File: src/rtl/gpio_bus_master_pkg.sv
// Shared definitions for the GPIO bus master: bus address map, FSM encoding,
// and the captured command record.
package gpio_bus_master_pkg;

  localparam logic [1:0] GPI1 = 2'd0;
  localparam logic [1:0] GPI2 = 2'd1;
  localparam logic [1:0] GPO1 = 2'd2;
  localparam logic [1:0] GPO2 = 2'd3;

  typedef enum logic [2:0] {
    IDLE    = 3'd0,
    CMD_BUS = 3'd1,
    RESP    = 3'd2,
    POLL_RD = 3'd3,
    POLL_WR = 3'd4
  } state_t;

  typedef struct packed {
    logic        wr;
    logic [1:0]  addr;
    logic [31:0] wdata;
  } cmd_t;

endpackage

File: src/rtl/gpio_poll_timer.sv
// Free-running poll interval counter; raises a sticky pending flag on each
// expiry until the master starts servicing it.
module gpio_poll_timer #(
  parameter int unsigned POLL_PERIOD = 1000
) (
  input  logic clk,
  input  logic rst,
  input  logic en,
  input  logic clr,
  output logic pending
);

  localparam logic [15:0] LAST = 16'(POLL_PERIOD - 1);

  logic [15:0] cnt;
  logic        expire;

  assign expire = en && (cnt == LAST);

  // A fresh expiry in the same cycle the poll starts keeps the flag set,
  // so that interval is not lost.
  always_ff @(posedge clk or negedge rst) begin
    if (!rst) begin
      cnt     <= '0;
      pending <= 1'b0;
    end else begin
      if (!en || expire) cnt <= '0;
      else               cnt <= cnt + 16'd1;

      if (!en)         pending <= 1'b0;
      else if (expire) pending <= 1'b1;
      else if (clr)    pending <= 1'b0;
    end
  end

endmodule

File: src/rtl/gpio_bus_master.sv
// Single-master bus front end: serves host read/write commands and, between
// them, periodically polls one GPIO input and mirrors changes to an output.
module gpio_bus_master
  import gpio_bus_master_pkg::*;
#(
  parameter int unsigned POLL_PERIOD = 1000,
  parameter logic [1:0]  POLL_SRC    = GPI1,
  parameter logic [1:0]  POLL_DST    = GPO1
) (
  input  logic        clk,
  input  logic        rst,
  input  logic        cmd_valid,
  output logic        cmd_ready,
  input  logic        cmd_wr,
  input  logic [1:0]  cmd_addr,
  input  logic [31:0] cmd_wdata,
  output logic        rsp_valid,
  input  logic        rsp_ready,
  output logic [31:0] rsp_rdata,
  input  logic        poll_en,
  output logic        change_irq,
  output logic [1:0]  A,
  output logic        WE,
  output logic [31:0] WD,
  input  logic [31:0] RD
);

  state_t      state, nxt;
  logic        rdy_q;
  cmd_t        cmd_q;
  logic [31:0] rdata_q;
  logic [31:0] last_sample;
  logic        pending;
  logic        accept;
  logic        start_poll;
  logic        changed;

  gpio_poll_timer #(.POLL_PERIOD(POLL_PERIOD)) u_timer (
    .clk     (clk),
    .rst     (rst),
    .en      (poll_en),
    .clr     (start_poll),
    .pending (pending)
  );

  // A pending poll only takes the bus when no command is offered this cycle.
  assign cmd_ready  = rdy_q && (state == IDLE) && (cmd_valid || !pending);
  assign accept     = cmd_valid && cmd_ready;
  assign start_poll = rdy_q && (state == IDLE) && pending && !cmd_valid;
  assign changed    = (RD != last_sample);

  assign rsp_valid  = (state == RESP);
  assign rsp_rdata  = rdata_q;
  assign change_irq = (state == POLL_WR);

  always_comb begin
    nxt = state;
    A   = '0;
    WE  = 1'b0;
    WD  = '0;
    unique case (state)
      IDLE: begin
        if (accept)          nxt = CMD_BUS;
        else if (start_poll) nxt = POLL_RD;
      end
      CMD_BUS: begin
        A   = cmd_q.addr;
        WE  = cmd_q.wr;
        WD  = cmd_q.wdata;
        nxt = RESP;
      end
      RESP: begin
        if (rsp_ready) nxt = IDLE;
      end
      POLL_RD: begin
        A   = POLL_SRC;
        nxt = changed ? POLL_WR : IDLE;
      end
      POLL_WR: begin
        A   = POLL_DST;
        WE  = 1'b1;
        WD  = last_sample;
        nxt = IDLE;
      end
      default: nxt = IDLE;
    endcase
  end

  always_ff @(posedge clk or negedge rst) begin
    if (!rst) begin
      state       <= IDLE;
      rdy_q       <= 1'b0;
      cmd_q       <= '0;
      rdata_q     <= '0;
      last_sample <= '0;
    end else begin
      state <= nxt;
      rdy_q <= 1'b1;
      if (accept) cmd_q <= '{wr: cmd_wr, addr: cmd_addr, wdata: cmd_wdata};
      if (state == CMD_BUS) rdata_q <= cmd_q.wr ? 32'd0 : RD;
      // last_sample doubles as the write data for the following POLL_WR.
      if (state == POLL_RD && changed) last_sample <= RD;
    end
  end

endmodule
File: config.mk
export PLATFORM = sky130hd
export DESIGN_NAME = gpio_bus_master
export DESIGN_NICKNAME = d
export VERILOG_FILES = /design/src/rtl/gpio_bus_master_pkg.sv /design/src/rtl/gpio_poll_timer.sv /design/src/rtl/gpio_bus_master.sv
export SDC_FILE = /design/constraint.sdc
export NUM_CORES = 1
export LEC_CHECK = 0
export CORE_MARGIN = 4
export CORE_UTILIZATION = 49
export DETAILED_ROUTE_END_ITERATION = 6
export PLACE_DENSITY = 0.8
export RECOVER_POWER = 25
export SLEW_MARGIN = 20
export SYNTH_ARGS = -nofsm -noshare
export SYNTH_HDL_FRONTEND = slang
export SYNTH_SLANG_ARGS = --single-unit
File: constraint.sdc
create_clock -name clk -period 1.89 [get_ports clk]
set_input_delay 0.2835 -clock clk [delete_from_list [all_inputs] [get_ports clk]]
set_output_delay 0.2835 -clock clk [all_outputs]
set_load 0.02 [all_outputs]
==> results.sh, run 1 <==
export IMPL_status="finished with violations"
export IMPL_violations_in_the_final_reports="negative setup slack"
export IMPL_clk_pin_slew_ps=60
export IMPL_netlist_area_um2=5623
export IMPL_area_growth_pct=54.25
export IMPL_post_dp_cell_area_um2=7590
export IMPL_timing_max_slew_rel_slack_pct=26.31
export IMPL_fin_crit_sh_pct=113.0
export IMPL_hold_end="rsp_rdata[26]"
export IMPL_via_per_instance_ratio=5.663
export IMPL_worst_r2r_setup_slack_ps=-250
export IMPL_min_delay_start="rsp_rdata[26]"
export IMPL_detailedRoute_firstPassIterationCount=7
export IMPL_grt_first_pass_wirelength_um=28120
export IMPL_max_clock_freq_mhz=468.2
export IMPL_timing_clock_skew_ps=7.376
export IMPL_layoutNonFillerInstCount=845
export IMPL_synth_cells=467
export IMPL_cts_sink_count=120
export IMPL_dp_cells=785
export IMPL_proportion_of_layout_cells_with_a_drive_suffix_above_1_pct=35.32
export IMPL_average_wire_length_per_cell_after_detail_routing_um=21.98
export IMPL_final_critical_path_setup_slack_ps=-245.8
export IMPL_ir_drop_uv=885.9
export IMPL_crit_reg2reg_capture="last_sample[25]"
export IMPL_core_occupancy_in_the_finished_layout_pct=78.63
export IMPL_grt_pass1_vias=5047
export IMPL_cts_buffer_depth=2
export IMPL_criticalPathCategory="register to register"
export IMPL_p_leak_uw=0.003987
export IMPL_max_slew_worst_pin_slew_ps=1105
export IMPL_final_nets=765
export IMPL_globalRouteTotalUtil_pct=28.41
export IMPL_fp_dieW_um=115.1
export IMPL_synthDistinctLibCells=35
export IMPL_period_minus_slack_ps=2136
export IMPL_synth_seq_area_share_pct=53.40
export IMPL_initial_drc_count=327
export IMPL_powerDensity_nw_per_um2=1527
export IMPL_setup_violations=67
export IMPL_hold_crit_path_type="register to register"
export IMPL_portBuffers=141
export IMPL_ys_seq_elements=120
export IMPL_fp_dieH_um=115.1
export IMPL_clock_insertion_delay_worst_skew_ps=420
export IMPL_die_area_um2=13250
export IMPL_initial_utilization_pct=50.98
export IMPL_floorplan_core_area_um2=11030
export IMPL_worstHoldPathCells=2
export IMPL_critical_path_arrival_ps=2430
export IMPL_detailed_place_hpwl_um=11250
export IMPL_floorplan_io_pins=142
export IMPL_routed_wirelength_um=18570
export IMPL_timing_reg2reg_worst_path_depth=7
export IMPL_cts_max_level=4
export IMPL_maxCapViolCount=0
export IMPL_yosys_warnings=0
export IMPL_initial_antenna_violation_count=0
export IMPL_syn_avg_cell_area_um2=12.04
export IMPL_grt_setup_unrepaired="yes"
export IMPL_crit_path_end_kind="register"
export IMPL_gpl_final_weighted_congestion=0.8776
export IMPL_antenna_cells_inserted=0
export IMPL_final_max_tran_viols=0
export IMPL_timing_critical_path_required_ps=2190
export IMPL_floorplan_rows=38
export IMPL_kind_of_start_point_of_the_critical_path="register"
export IMPL_postSynthNetCount=540
export IMPL_finish_instance_area_um2=8673
export IMPL_tritoncts="yes"
export IMPL_cts_buffers_inserted=17
export IMPL_vias=4785
export IMPL_grt_overflow_total=0
export IMPL_fillCellCount=603
export IMPL_remaining_drc_errors=0
export IMPL_grt_start_max_net_pins=121
export IMPL_setup_tns_ps=-10870
export IMPL_placement_setup_worst_slack_ps=-506.3
export IMPL_worst_path_max_fanout=6
export IMPL_timing_rr_start="last_sample[2]"
export IMPL_final_antenna_net_count=0
export IMPL_final_hold_vio_count=0
export IMPL_clockRootBuffer="clkbuf_16"
logic make-up after synthesis:
kind of cell	share of synthesized area, %
AOI/OAI and AO/OA	6.320
buffers and inverters	2.960
and+or+nand+nor	14.82
DFF	53.40
adders and majority gates	0.2225
other	0.06669
xor gates and xnor gates	6.854
muxes	15.35
how the worst max path moves through the flow:
| stage | start | end | slack [ps] | depth (start not counted) |
|---|---|---|---|---|
| 6_report | last_sample[2] | last_sample[25] | -250 | 7 |
| 5_1_grt | last_sample[2] | last_sample[22] | -300 | 7 |
| 4_1_cts | state[2] | WD[28] | -190 | 6 |
| 3_5_place_dp | RD[2] | last_sample[9] | -510 | 7 |
| 3_3_place_gp | RD[2] | last_sample[9] | -440 | 7 |
| 2_1_floorplan | state[1] | WD[13] | 140 | 5 |
per-layer routing:
metal  global-route usage (%)  wire length, um  vias up
met5                        0                0        -
met4                    13.69              669        0
met3                    6.737             1470       55
met2                    48.26             9354      262
met1                    33.99             7074     2386
li1                         -                -     2082
worst max-delay path, cell delays in order, from the launching register on:
cell and delay, ps:
dfrtp_2 440, xnor2_2 200, nand4_1 220, nor4_4 400
a21oi_4 160, buf_6 160, buf_12 130, mux2_4 300
flip-flops by register name, summed over array words and instances (netlist names):
register / count
rsp_rdata: 32
last_sample: 32
u_timer.pending: 1
u_timer.cnt: 16
state: 3
rdy_q: 1
cmd_q: 35
cells in the final DEF (no fill, tap or decap), drive strengths merged, types with 4 or more instances in the layout:
cell type | Yosys | layout
nand4 | 10 | 10
mux2 | 67 | 67
xor2 | 5 | 5
nand3b | 34 | 34
dfrtp | 120 | 120
nand3 | 6 | 6
clkdlybuf4s50 | 0 | 102
clkbuf | 13 | 27
a21oi | 5 | 5
clkinv | 0 | 7
nand2 | 72 | 72
inv | 5 | 5
nor2 | 15 | 15
nor3 | 5 | 5
xnor2 | 39 | 39
nor4 | 5 | 5
and3 | 4 | 4
a22o | 32 | 32
buf | 12 | 123
layout make-up:
cell class	count	area [um2]	area share, %
Clock buffer	23	488.0	5.626
Clock inverter	9	72.57	0.8367
Inverter	5	18.77	0.2164
Multi-Input combinational cell	317	2585	29.80
Sequential cell	120	3009	34.69
Tap cell	140	175.2	2.020
Timing Repair Buffer	231	2325	26.80
timing repair:
item	CTS	global route
pin swaps	40	15
gates cloned	8	2
endpoints found under the setup margin	70	105
setup buffers	16	10
hold buffers	1	0
resized for setup	247	31
endpoints found under the hold margin	68	0
metrics by stage:
stage | power (uW) | hold WS [ps]
final | 13250 | 468.2
after global routing | 13820 | 468.5
after CTS | 13030 | 464.0
after detailed placement | 9482 | 433.6
after global placement | 9259 | 422.6
after floorplan | 7104 | -12.09
power by group:
| part | total [uW] | internal, uW | switching, uW |
|---|---|---|---|
| combinational | 5630 | 3090 | 2530 |
| clock | 3050 | 1930 | 1120 |
| sequential | 4570 | 3700 | 875 |
cells in the mapped netlist:
master,n,area [um2]
and2_1,3,18.77
nor2_1,15,56.30
nand4_1,10,62.56
a21oi_2,1,8.760
and3_1,4,25.02
a21o_1,2,15.01
a22o_1,31,271.5
or3_1,2,12.51
o211ai_1,1,7.510
and4_1,1,8.760
nor4_1,3,18.77
xor2_1,5,43.79
clkbuf_1,13,48.80
conb_1,1,3.750
nor3b_2,1,12.51
ha_1,1,12.51
buf_1,4,15.01
or2_1,1,6.260
buf_6,7,78.83
nor3_1,5,25.02
a21boi_0,1,7.510
inv_1,5,18.77
nand3_1,6,30.03
xnor2_1,39,341.6
a22o_2,1,10.01
nand2_1,72,270.3
buf_2,1,5.000
dfrtp_1,120,3003
mux2_4,29,435.4
nor4_2,2,25.02
o21ai_0,3,15.01
mux2_2,38,427.9
nand3b_1,34,255.2
a21oi_1,4,20.02
nor2b_1,1,6.260
No activity file was read; power rests on OpenSTA's default activity.
==> inputs of run 2 (changes only) <==
--- a/config.mk
+++ b/config.mk
@@ -6,9 +6,9 @@
 export NUM_CORES = 1
 export LEC_CHECK = 0
 export CORE_MARGIN = 4
-export CORE_UTILIZATION = 49
+export CORE_UTILIZATION = 53
 export DETAILED_ROUTE_END_ITERATION = 6
-export PLACE_DENSITY = 0.8
+export PLACE_DENSITY = 0.85
 export RECOVER_POWER = 25
 export SLEW_MARGIN = 20
 export SYNTH_ARGS = -nofsm -noshare
==> constraint.sdc (replaced) <==
create_clock -name clk -period 2.6 [get_ports clk]
set_input_delay 0.39 -clock clk [delete_from_list [all_inputs] [get_ports clk]]
set_output_delay 0.39 -clock clk [all_outputs]
set_load 0.02 [all_outputs]
==> run 2 against run 1 <==
  * The run ends with max-capacitance violations, max-slew violations left
  * Critical endpoint is now WD[7]
  * Count of clock-buffer cells in the layout shrank 3
  * Clock skew fell by 0.76 ps
  * Largest power group is now sequential cells
  * Sequential power down 27%
  * Critical path depth fell by 2
==> results.sh, run 2 (synthesis results as in run 1) <==
export IMPL_grt_overflow_total=0
export IMPL_seqPwrFrac_pct=36.0
export IMPL_gpl_final_weighted_congestion=0.8312
export IMPL_portBuffers=141
export IMPL_clk_pin_slew_ps=60
export IMPL_post_cts_setup_buffer_count=0
export IMPL_clock_insertion_delay_worst_skew_ps=520
export IMPL_cts_sink_count=120
export IMPL_ir_drop_uv=678.3
export IMPL_cts_buffers_inserted=17
export IMPL_kind_of_start_point_of_the_critical_path="register"
export IMPL_critical_path_arrival_ps=2110
export IMPL_final_hold_vio_count=0
export IMPL_grt_setup_unrepaired="no"
export IMPL_max_flop_register="cmd_q"
export IMPL_most_common_library_cell_in_the_layout_ignoring_fill_and_taps="dfrtp_1"
export IMPL_criticalPathCategory="register to primary output"
export IMPL_final_max_tran_viols=60
export IMPL_core_occupancy_in_the_finished_layout_pct=76.32
export IMPL_hold_crit_path_type="register to register"
export IMPL_fillCellCount=669
export IMPL_die_area_um2=12320
export IMPL_final_critical_path_setup_slack_ps=103.8
export IMPL_timing_critical_path_cells="nor2_2, and2_2, buf_12, a22o_1, clkdlybuf4s15_1"
export IMPL_floorplan_core_area_um2=10320
export IMPL_area_growth_pct=40.12
export IMPL_vias=4307
export IMPL_switchingPower_uw=2984
export IMPL_placement_setup_worst_slack_ps=145.2
export IMPL_final_nets=690
export IMPL_timing_rr_start="state[0]"
export IMPL_timing_clock_skew_ps=6.618
export IMPL_fp_dieW_um=111
export IMPL_max_clock_freq_mhz=400.6
export IMPL_grt_pass1_vias=4712
export IMPL_critical_path_startpoint="state[1]"
export IMPL_violations_in_the_final_reports="max-capacitance violations, max-slew violations"
export IMPL_largest_register_ffs=35
export IMPL_grt_start_max_net_pins=61
export IMPL_crit_path_top_delay_cell="dfrtp_1"
export IMPL_clockRootBuffer="clkbuf_8"
export IMPL_remaining_drc_errors=0
export IMPL_timing_critical_path_slowest_cell_delay_ps=440
export IMPL_period_minus_slack_ps=2496
export IMPL_layout_common_cells="120 x dfrtp_1, 104 x clkdlybuf4s50_1, 72 x nand2_1"
export IMPL_initial_antenna_violation_count=0
export IMPL_area_sequential_um2=3003
export IMPL_globalRouteTotalUtil_pct=25.87
export IMPL_timing_critical_path_required_ps=2210
export IMPL_worst_r2r_setup_slack_ps=530
export IMPL_cts_buffer_depth=2
export IMPL_antenna_cells_inserted=0
export IMPL_critical_path_endpoint="WD[7]"
export IMPL_average_wire_length_per_cell_after_detail_routing_um=19.97
export IMPL_via_per_instance_ratio=5.623
export IMPL_power_clock_fraction_pct=28.9
export IMPL_setup_tns_ps=0
export IMPL_internal_power_uw=6237
export IMPL_status="finished with violations"
export IMPL_fin_crit_sh_pct=96.01
export IMPL_grt_first_pass_wirelength_um=24960
export IMPL_detailedRoute_firstPassIterationCount=5
export IMPL_floorplan_io_pins=142
export IMPL_power_frac_comb_pct=35.1
export IMPL_post_layout_total_power_uw=9221
export IMPL_tritoncts="yes"
export IMPL_final_antenna_net_count=0
export IMPL_setup_violations=0
export IMPL_min_delay_start="rsp_rdata[16]"
export IMPL_p_sw_share_pct=32.36
export IMPL_maxCapViolCount=1
export IMPL_fp_dieH_um=111
export IMPL_multi_input_area_um2=2471
export IMPL_p_leak_uw=0.003553
export IMPL_crit_reg2reg_capture="cmd_q[15]"
export IMPL_proportion_of_layout_cells_with_a_drive_suffix_above_1_pct=19.52
export IMPL_timing_reg2reg_worst_path_depth=3
export IMPL_cts_max_level=4
export IMPL_floorplan_rows=37
export IMPL_crit_path_end_kind="primary output"
export IMPL_initial_drc_count=223
export IMPL_max_slew_worst_pin_slew_ps=1543
export IMPL_timing_max_slew_rel_slack_pct=-2.868
export IMPL_powerDensity_nw_per_um2=1170
export IMPL_detailed_place_hpwl_um=10110
export IMPL_worst_path_max_fanout=41
export IMPL_initial_utilization_pct=54.47
export IMPL_routed_wirelength_um=15300
-- run 2: worst max-delay path: cells and delay by family (launching register included) --
kind,cells,cell delay (ps)
flops,1,440
buf+inv,2,520
compound gates,1,200
simple gates,2,410
-- run 2: timing repair --
| action | CTS | global route |
|---|---|---|
| hold endpoints to repair | 58 | 0 |
| gates resized for setup | 36 | 17 |
| hold buffers | 1 | 0 |
| endpoints found under the setup margin | 34 | 15 |
-- run 2: power groups by stage --
stage	clock network [uW]	logic, uW	registers [uW]
after floorplan	0	1710	3460
after global placement	0	3200	3270
after detailed placement	0	3290	3310
after CTS	2680	3260	3320
after global routing	2770	3450	3430
final	2660	3240	3320
-- run 2: layout make-up --
type,instances,area share (%)
Clock buffer,20,5.781
Sequential cell,120,38.11
Inverter,5,0.2382
Tap cell,136,2.160
Clock inverter,12,2.795
Timing Repair Buffer,156,19.55
Multi-Input combinational cell,317,31.36
-- run 2: worst min path at each step --
stage | to | cells after the start
2_1_floorplan | cmd_q[0] | 0
3_3_place_gp | rsp_rdata[30] | 2
3_5_place_dp | rsp_rdata[30] | 2
4_1_cts | rsp_rdata[16] | 2
5_1_grt | cmd_q[25] | 2
6_report | rsp_rdata[16] | 2
-- run 2: layer usage --
| metal | vias up | share of wire (%) | global-route usage (%) |
|---|---|---|---|
| li1 | 1932 | - | - |
| met1 | 2141 | 39 | 30.39 |
| met2 | 192 | 51 | 44.01 |
| met3 | 42 | 6.3 | 6.550 |
| met4 | 0 | 3.8 | 12.89 |
| met5 | - | 0 | 0 |
-- run 2: through the flow --
| step | hold slack (ps) | instances | area, um2 |
|---|---|---|---|
| 3_3_place_gp | 451.4 | 733 | 7224 |
| 5_1_grt | 474.0 | 766 | 7879 |
| 2_1_floorplan | 94.41 | 467 | 5623 |
| 6_report | 464.5 | 766 | 7879 |
| 3_5_place_dp | 454.8 | 733 | 7224 |
| 4_1_cts | 468.1 | 766 | 7874 |
